[config.mk]
export PLATFORM = sky130hd
export DESIGN_NAME = dpram_port_arbiter_flat
export DESIGN_NICKNAME = d
export VERILOG_FILES = /design/src/rtl/dpram_port_arbiter_if.sv /design/src/rtl/dpram_port_arbiter.sv /design/src/flat_wrapper.sv
export SDC_FILE = /design/constraint.sdc
export NUM_CORES = 1
export LEC_CHECK = 0
export CORE_AREA = 2 2 121 123
export DETAILED_ROUTE_END_ITERATION = 7
export DIE_AREA = 0 0 123 125
export DONT_BUFFER_PORTS = 1
export PLACE_DENSITY = 0.47
export SLEW_MARGIN = 0
export SYNTH_ARGS = -nofsm -noshare
export SYNTH_HDL_FRONTEND = slang
export SYNTH_SLANG_ARGS = --single-unit
[constraint.sdc]
create_clock -name core_clk_i -period 5.8 [get_ports core_clk_i]
set_clock_uncertainty 0.1 [all_clocks]
set_input_delay 0.87 -clock core_clk_i [delete_from_list [all_inputs] [get_ports core_clk_i]]
set_output_delay 0.87 -clock core_clk_i [all_outputs]
set_load 0.005 [all_outputs]
[src/rtl/dpram_port_arbiter_if.sv]
// Requester-side bus of the shared DPRAM core port: one instance per requester.
// The requester drives the request fields; the arbiter returns hit, rvalid and rdata.
interface dpram_port_arbiter_if #(
  parameter int unsigned ByteLength = 8,
  parameter int unsigned AddrWidth  = 32,
  parameter int unsigned DataWidth  = 32
);
  logic [AddrWidth-1:0]            addr;
  logic                            wren;
  logic [DataWidth-1:0]            wdata;
  logic [DataWidth/ByteLength-1:0] wmask;
  logic                            rden;
  logic                            lock;
  logic                            hit;
  logic                            rvalid;
  logic [DataWidth-1:0]            rdata;

  modport master (
    output addr, wren, wdata, wmask, rden, lock,
    input  hit, rvalid, rdata
  );

  modport slave (
    input  addr, wren, wdata, wmask, rden, lock,
    output hit, rvalid, rdata
  );
endinterface

[src/rtl/dpram_port_arbiter.sv]
// Two-requester round-robin arbiter for the single core-side port of the DPRAM.
// Combinational grant with bounded lock; read data returned with rvalid one cycle later.
module dpram_port_arbiter #(
  parameter int unsigned ByteLength = 8,
  parameter int unsigned AddrWidth  = 32,
  parameter int unsigned DataWidth  = 32,
  parameter int unsigned MaxBurst   = 4
) (
  input  logic                            core_clk_i,
  input  logic                            rstn_i,
  dpram_port_arbiter_if.slave             m0,
  dpram_port_arbiter_if.slave             m1,
  output logic [AddrWidth-1:0]            mem_addr_o,
  output logic                            mem_wren_o,
  output logic [DataWidth-1:0]            mem_wdata_o,
  output logic [DataWidth/ByteLength-1:0] mem_wmask_o,
  output logic                            mem_rden_o,
  input  logic [DataWidth-1:0]            mem_rdata_i
);

  localparam int unsigned CntWidth = (MaxBurst > 1) ? $clog2(MaxBurst) : 1;
  localparam logic [CntWidth-1:0] CntMax = CntWidth'(MaxBurst - 1);

  logic                 req0, req1;
  logic                 grant_vld;
  logic                 winner;
  logic                 owner_lock;

  logic                 last_q, last_d;
  logic [CntWidth-1:0]  burst_cnt_q, burst_cnt_d;
  logic                 rd_pend_q, rd_pend_d;
  logic                 rd_owner_q, rd_owner_d;
  logic [DataWidth-1:0] rdata0_q, rdata0_d;
  logic [DataWidth-1:0] rdata1_q, rdata1_d;

  // Grant decision
  always_comb begin
    req0       = m0.wren | m0.rden;
    req1       = m1.wren | m1.rden;
    grant_vld  = req0 | req1;
    owner_lock = last_q ? m1.lock : m0.lock;
    if (req0 && req1) begin
      // The last owner keeps the port only while locking and under the burst bound.
      winner = (owner_lock && (burst_cnt_q < CntMax)) ? last_q : ~last_q;
    end else begin
      winner = ~req0;
    end
  end

  assign m0.hit = grant_vld & ~winner;
  assign m1.hit = grant_vld &  winner;

  // Memory-side mux; all fields forced to zero when nobody is granted
  always_comb begin
    mem_addr_o  = '0;
    mem_wren_o  = 1'b0;
    mem_wdata_o = '0;
    mem_wmask_o = '0;
    mem_rden_o  = 1'b0;
    if (grant_vld) begin
      if (winner) begin
        mem_addr_o  = m1.addr;
        mem_wren_o  = m1.wren;
        mem_wdata_o = m1.wdata;
        mem_wmask_o = m1.wmask;
        mem_rden_o  = m1.rden;
      end else begin
        mem_addr_o  = m0.addr;
        mem_wren_o  = m0.wren;
        mem_wdata_o = m0.wdata;
        mem_wmask_o = m0.wmask;
        mem_rden_o  = m0.rden;
      end
    end
  end

  // Ownership and burst tracking
  always_comb begin
    last_d      = last_q;
    burst_cnt_d = '0;
    if (grant_vld) begin
      last_d = winner;
      if (winner == last_q) begin
        burst_cnt_d = (burst_cnt_q == CntMax) ? burst_cnt_q : burst_cnt_q + CntWidth'(1);
      end
    end
  end

  // Read return tracking and per-requester held read data
  always_comb begin
    rd_pend_d  = mem_rden_o;
    rd_owner_d = mem_rden_o ? winner : rd_owner_q;
    rdata0_d   = rdata0_q;
    rdata1_d   = rdata1_q;
    if (rd_pend_q) begin
      if (rd_owner_q) begin
        rdata1_d = mem_rdata_i;
      end else begin
        rdata0_d = mem_rdata_i;
      end
    end
  end

  always_ff @(posedge core_clk_i or negedge rstn_i) begin
    if (!rstn_i) begin
      last_q      <= 1'b1;
      burst_cnt_q <= '0;
      rd_pend_q   <= 1'b0;
      rd_owner_q  <= 1'b0;
      rdata0_q    <= '0;
      rdata1_q    <= '0;
    end else begin
      last_q      <= last_d;
      burst_cnt_q <= burst_cnt_d;
      rd_pend_q   <= rd_pend_d;
      rd_owner_q  <= rd_owner_d;
      rdata0_q    <= rdata0_d;
      rdata1_q    <= rdata1_d;
    end
  end

  // During the return cycle the RAM data is forwarded directly so rdata is valid with rvalid.
  assign m0.rvalid = rd_pend_q & ~rd_owner_q;
  assign m1.rvalid = rd_pend_q &  rd_owner_q;
  assign m0.rdata  = m0.rvalid ? mem_rdata_i : rdata0_q;
  assign m1.rdata  = m1.rvalid ? mem_rdata_i : rdata1_q;

endmodule
[src/flat_wrapper.sv]
// flat-port wrapper written by rule: the top's interface ports become plain ports
module dpram_port_arbiter_flat 
#(
  parameter int unsigned ByteLength = 8,
  parameter int unsigned AddrWidth  = 32,
  parameter int unsigned DataWidth  = 32,
  parameter int unsigned MaxBurst   = 4
)
  (core_clk_i, rstn_i, mem_addr_o, mem_wren_o, mem_wdata_o, mem_wmask_o, mem_rden_o, mem_rdata_i, m0_addr, m0_wren, m0_wdata, m0_wmask, m0_rden, m0_lock, m0_hit, m0_rvalid, m0_rdata, m1_addr, m1_wren, m1_wdata, m1_wmask, m1_rden, m1_lock, m1_hit, m1_rvalid, m1_rdata);
  dpram_port_arbiter_if #(.ByteLength(ByteLength), .AddrWidth(AddrWidth), .DataWidth(DataWidth)) m0_i ();
  dpram_port_arbiter_if #(.ByteLength(ByteLength), .AddrWidth(AddrWidth), .DataWidth(DataWidth)) m1_i ();
  input  logic core_clk_i;
  input  logic rstn_i;
  output logic [AddrWidth-1:0] mem_addr_o;
  output logic mem_wren_o;
  output logic [DataWidth-1:0] mem_wdata_o;
  output logic [DataWidth/ByteLength-1:0] mem_wmask_o;
  output logic mem_rden_o;
  input  logic [DataWidth-1:0] mem_rdata_i;
  input wire logic [$bits(m0_i.addr)-1:0] m0_addr;
  input wire logic [$bits(m0_i.wren)-1:0] m0_wren;
  input wire logic [$bits(m0_i.wdata)-1:0] m0_wdata;
  input wire logic [$bits(m0_i.wmask)-1:0] m0_wmask;
  input wire logic [$bits(m0_i.rden)-1:0] m0_rden;
  input wire logic [$bits(m0_i.lock)-1:0] m0_lock;
  output wire logic [$bits(m0_i.hit)-1:0] m0_hit;
  output wire logic [$bits(m0_i.rvalid)-1:0] m0_rvalid;
  output wire logic [$bits(m0_i.rdata)-1:0] m0_rdata;
  input wire logic [$bits(m1_i.addr)-1:0] m1_addr;
  input wire logic [$bits(m1_i.wren)-1:0] m1_wren;
  input wire logic [$bits(m1_i.wdata)-1:0] m1_wdata;
  input wire logic [$bits(m1_i.wmask)-1:0] m1_wmask;
  input wire logic [$bits(m1_i.rden)-1:0] m1_rden;
  input wire logic [$bits(m1_i.lock)-1:0] m1_lock;
  output wire logic [$bits(m1_i.hit)-1:0] m1_hit;
  output wire logic [$bits(m1_i.rvalid)-1:0] m1_rvalid;
  output wire logic [$bits(m1_i.rdata)-1:0] m1_rdata;
  assign m0_i.addr = m0_addr;
  assign m0_i.wren = m0_wren;
  assign m0_i.wdata = m0_wdata;
  assign m0_i.wmask = m0_wmask;
  assign m0_i.rden = m0_rden;
  assign m0_i.lock = m0_lock;
  assign m0_hit = m0_i.hit;
  assign m0_rvalid = m0_i.rvalid;
  assign m0_rdata = m0_i.rdata;
  assign m1_i.addr = m1_addr;
  assign m1_i.wren = m1_wren;
  assign m1_i.wdata = m1_wdata;
  assign m1_i.wmask = m1_wmask;
  assign m1_i.rden = m1_rden;
  assign m1_i.lock = m1_lock;
  assign m1_hit = m1_i.hit;
  assign m1_rvalid = m1_i.rvalid;
  assign m1_rdata = m1_i.rdata;
  dpram_port_arbiter #(.ByteLength(ByteLength), .AddrWidth(AddrWidth), .DataWidth(DataWidth), .MaxBurst(MaxBurst)) u_core (.core_clk_i(core_clk_i), .rstn_i(rstn_i), .m0(m0_i), .m1(m1_i), .mem_addr_o(mem_addr_o), .mem_wren_o(mem_wren_o), .mem_wdata_o(mem_wdata_o), .mem_wmask_o(mem_wmask_o), .mem_rden_o(mem_rden_o), .mem_rdata_i(mem_rdata_i));
endmodule
==> impl_metrics.tcl <==
set metrics [dict create \
    cap_violations 0 \
    cellPowerDensity_nw_per_um2 460.4 \
    grt_usage_pct 16.46 \
    status "finished, final reports clean" \
    vias 3112 \
    timing.rr.start "u_core.rd_owner_q" \
    fmax_mhz 243.9 \
    synth_nets 591 \
    placed_cell_area_um2 4023 \
    cts.clk_slew.worst_paths_ns 0.06 \
    start_util_pct 27.85 \
    clock-sinks 69 \
    crit_top_cell "buf_4" \
    cp-start-kind "input pin" \
    nFillCells 1496 \
    synthCells 414 \
    die-area_um2 15380 \
    synth_cell_types 30 \
    rows 44 \
    max_stage_delay_ns 1.04 \
    hold_class "input pin to async pin" \
    die_x_um 123 \
    period_needed_ns 4.100 \
    ys.warnings.count 0 \
    antenna_found_initial 2 \
    fin_hold_ws_ns 0.1412 \
    first_iter_violations 220 \
    finalCritPeriodShare_pct 70.69 \
    viasPerCell 5.356 \
    endpoint_kind "primary output" \
    cts_tree "built" \
    port_buffers 0 \
    criticalPathCategory "input pin to primary output" \
    cts_setup_buffers 0 \
    multi_input_area_um2 2012 \
    clkLatencyLatePin_ns 0.32 \
    syn_avg_cell_area_um2 9.556 \
    routedWlPerCell_um 23.36 \
    crit_start "m1_rden" \
    grt_pass1_wl_um 18920 \
    p_leak_nw 1.918 \
    htreeDepth 3 \
    routed_wl_um 13570 \
    setup-tns-final_ns 0 \
    first_global_vias 3047 \
    io_pins 314 \
    grt_setup_unrepaired "no" \
    reg2reg_setup_slack_ns 3.88 \
    num-nets-final 568 \
    worstMarginPinSlew_ns 1.087 \
    worstPathRequired_ns 4.83 \
    reg2reg_to "u_core.rdata0_q[6]" \
    reg2regPathDepth 2 \
    cts_buffer_depth 2 \
    finalSetupViolCount 0 \
    syn_area_um2 3956 \
    arrival_ns 3.13 \
    seqCellArea_um2 1728 \
    finalMaxSlewViolations 0 \
    synth-seq-cells 69 \
    layout-drive-gt1-share_pct 28.28 \
    cts_buffers 9 \
    yosysSeqAreaShare_pct 43.67 \
    antenna_left 0 \
    final_area_um2 4359 \
    slowest_stage "o211a_2" \
    grt_max_degree 73 \
    slew_headroom_pct 27.54 \
    die_h_um 125 \
    path_cells "or2_2 > buf_4 > o211a_2 > buf_4 > o22ai_1" \
    postCtsHoldBufs 0 \
    path_max_fanout 72 \
    finalHoldViolations 0 \
    place_congestion 0.8733 \
    utilization_pct 30.69 \
    design.core.area_um2 14200 \
    dp_hpwl_um 10760 \
    cts_resized 0 \
    drc 0 \
    dr.pass1.iters 5 \
    syn_to_final_growth_pct 10.18 \
    root_buffer "clkbuf_16" \
    peakVddDrop_mv 0.1360 \
    grt-ovfl-total 0 \
]
## through the flow
stage | power (W) | instances | setup WS (ns)
after detailed placement | 0.001427 | 564 | 1.706
final | 0.002007 | 581 | 1.700
after CTS | 0.002039 | 580 | 1.703
after global routing | 0.002127 | 580 | 1.532
after global placement | 0.001402 | 564 | 1.797
after floorplan | 0.001283 | 414 | 2.949
## layer usage
metal	vias up	global-route usage (%)	share of wire (%)
met4	2	4.011	1.0
met2	201	26.75	48
met1	1492	19.34	38
li1	1407	-	-
met5	-	0	0.096
met3	10	8.212	13
## Yosys cell counts
cell type / n / share of area (%)
a21oi_1: 2 / 0.25
a221oi_1: 1 / 0.22
buf_1: 3 / 0.28
buf_2: 17 / 2.2
buf_4: 1 / 0.19
buf_6: 5 / 1.4
clkbuf_1: 13 / 1.2
dfrtp_1: 68 / 43
dfstp_2: 1 / 0.66
ha_1: 1 / 0.32
inv_1: 4 / 0.38
mux2_2: 64 / 18
mux2i_1: 1 / 0.25
nand2_1: 138 / 13
nand2b_1: 2 / 0.32
nand3b_1: 1 / 0.19
nor2_1: 5 / 0.47
nor2_2: 1 / 0.16
nor2b_1: 3 / 0.47
o2111ai_1: 2 / 0.44
o211a_1: 2 / 0.51
o211ai_1: 3 / 0.57
o21ai_0: 2 / 0.25
o221a_2: 2 / 0.57
o22ai_1: 50 / 7.9
o22ai_2: 18 / 5.7
or2_1: 1 / 0.16
or2_2: 1 / 0.16
or3b_1: 1 / 0.22
xor2_1: 1 / 0.22
## area by class of cell
class                   count  share of cell area (%)
diodes                      1                 0.05741
multi-input cells         302                   46.15
inverters                   4                  0.3444
clock inverters             5                   1.866
well taps                 184                   5.281
flip-flops and latches     69                   39.64
clock buffers              11                   5.798
repair buffers              5                  0.8611
## flip-flops by register name, summed over array words and instances (netlist names)
signal / flops
u_core.rdata1_q: 32
u_core.burst_cnt_q: 2
u_core.last_q: 1
u_core.rd_pend_q: 1
u_core.rd_owner_q: 1
u_core.rdata0_q: 32
## kinds of logic after synthesis
| logic type | Yosys count | synth area share, % |
|---|---|---|
| AND/OR/NAND/NOR | 153 | 15.24 |
| AO/OA/AOI/OAI | 82 | 16.41 |
| flip-flops | 69 | 43.67 |
| multiplexers | 65 | 18.47 |
| buffers and inverters | 43 | 5.661 |
| XOR/XNOR | 1 | 0.2214 |
| adder cells (fa/ha/maj) | 1 | 0.3162 |
## placed cells by master (no fill, tap or decap), drive strengths merged, types with 2 or more instances in the layout
master | Yosys | routed
nand2 | 138 | 138
dfrtp | 68 | 68
o22ai | 68 | 68
mux2 | 64 | 64
clkbuf | 13 | 11
nor2 | 6 | 6
buf | 26 | 5
inv | 4 | 5
o211ai | 3 | 3
nor2b | 3 | 3
or2 | 2 | 2
o211a | 2 | 2
o21ai | 2 | 2
nand2b | 2 | 2
o2111ai | 2 | 2
o221a | 2 | 2
a21oi | 2 | 2
bufinv | 0 | 2
## how the worst max path moves through the flow
| stage | end | slack [ns] |
|---|---|---|
| 3_5_place_dp | mem_addr_o[15] | 1.71 |
| 4_1_cts | mem_addr_o[15] | 1.70 |
| 3_3_place_gp | mem_addr_o[15] | 1.80 |
| 2_1_floorplan | mem_addr_o[10] | 2.95 |
| 6_report | mem_addr_o[15] | 1.70 |
| 5_1_grt | mem_addr_o[15] | 1.53 |
## critical path: cells and delay by family
family	cells	cell delay (ns)
compound gates	2	1.19
simple gates	1	0.08
buf+inv	2	0.96
## power breakdown
part / internal [W] / switching, W
Clock: 0.000400 / 0.000200
Sequential: 0.000681 / 0.0000539
Combinational: 0.000273 / 0.000399
No activity file was read; power rests on OpenSTA's default activity.
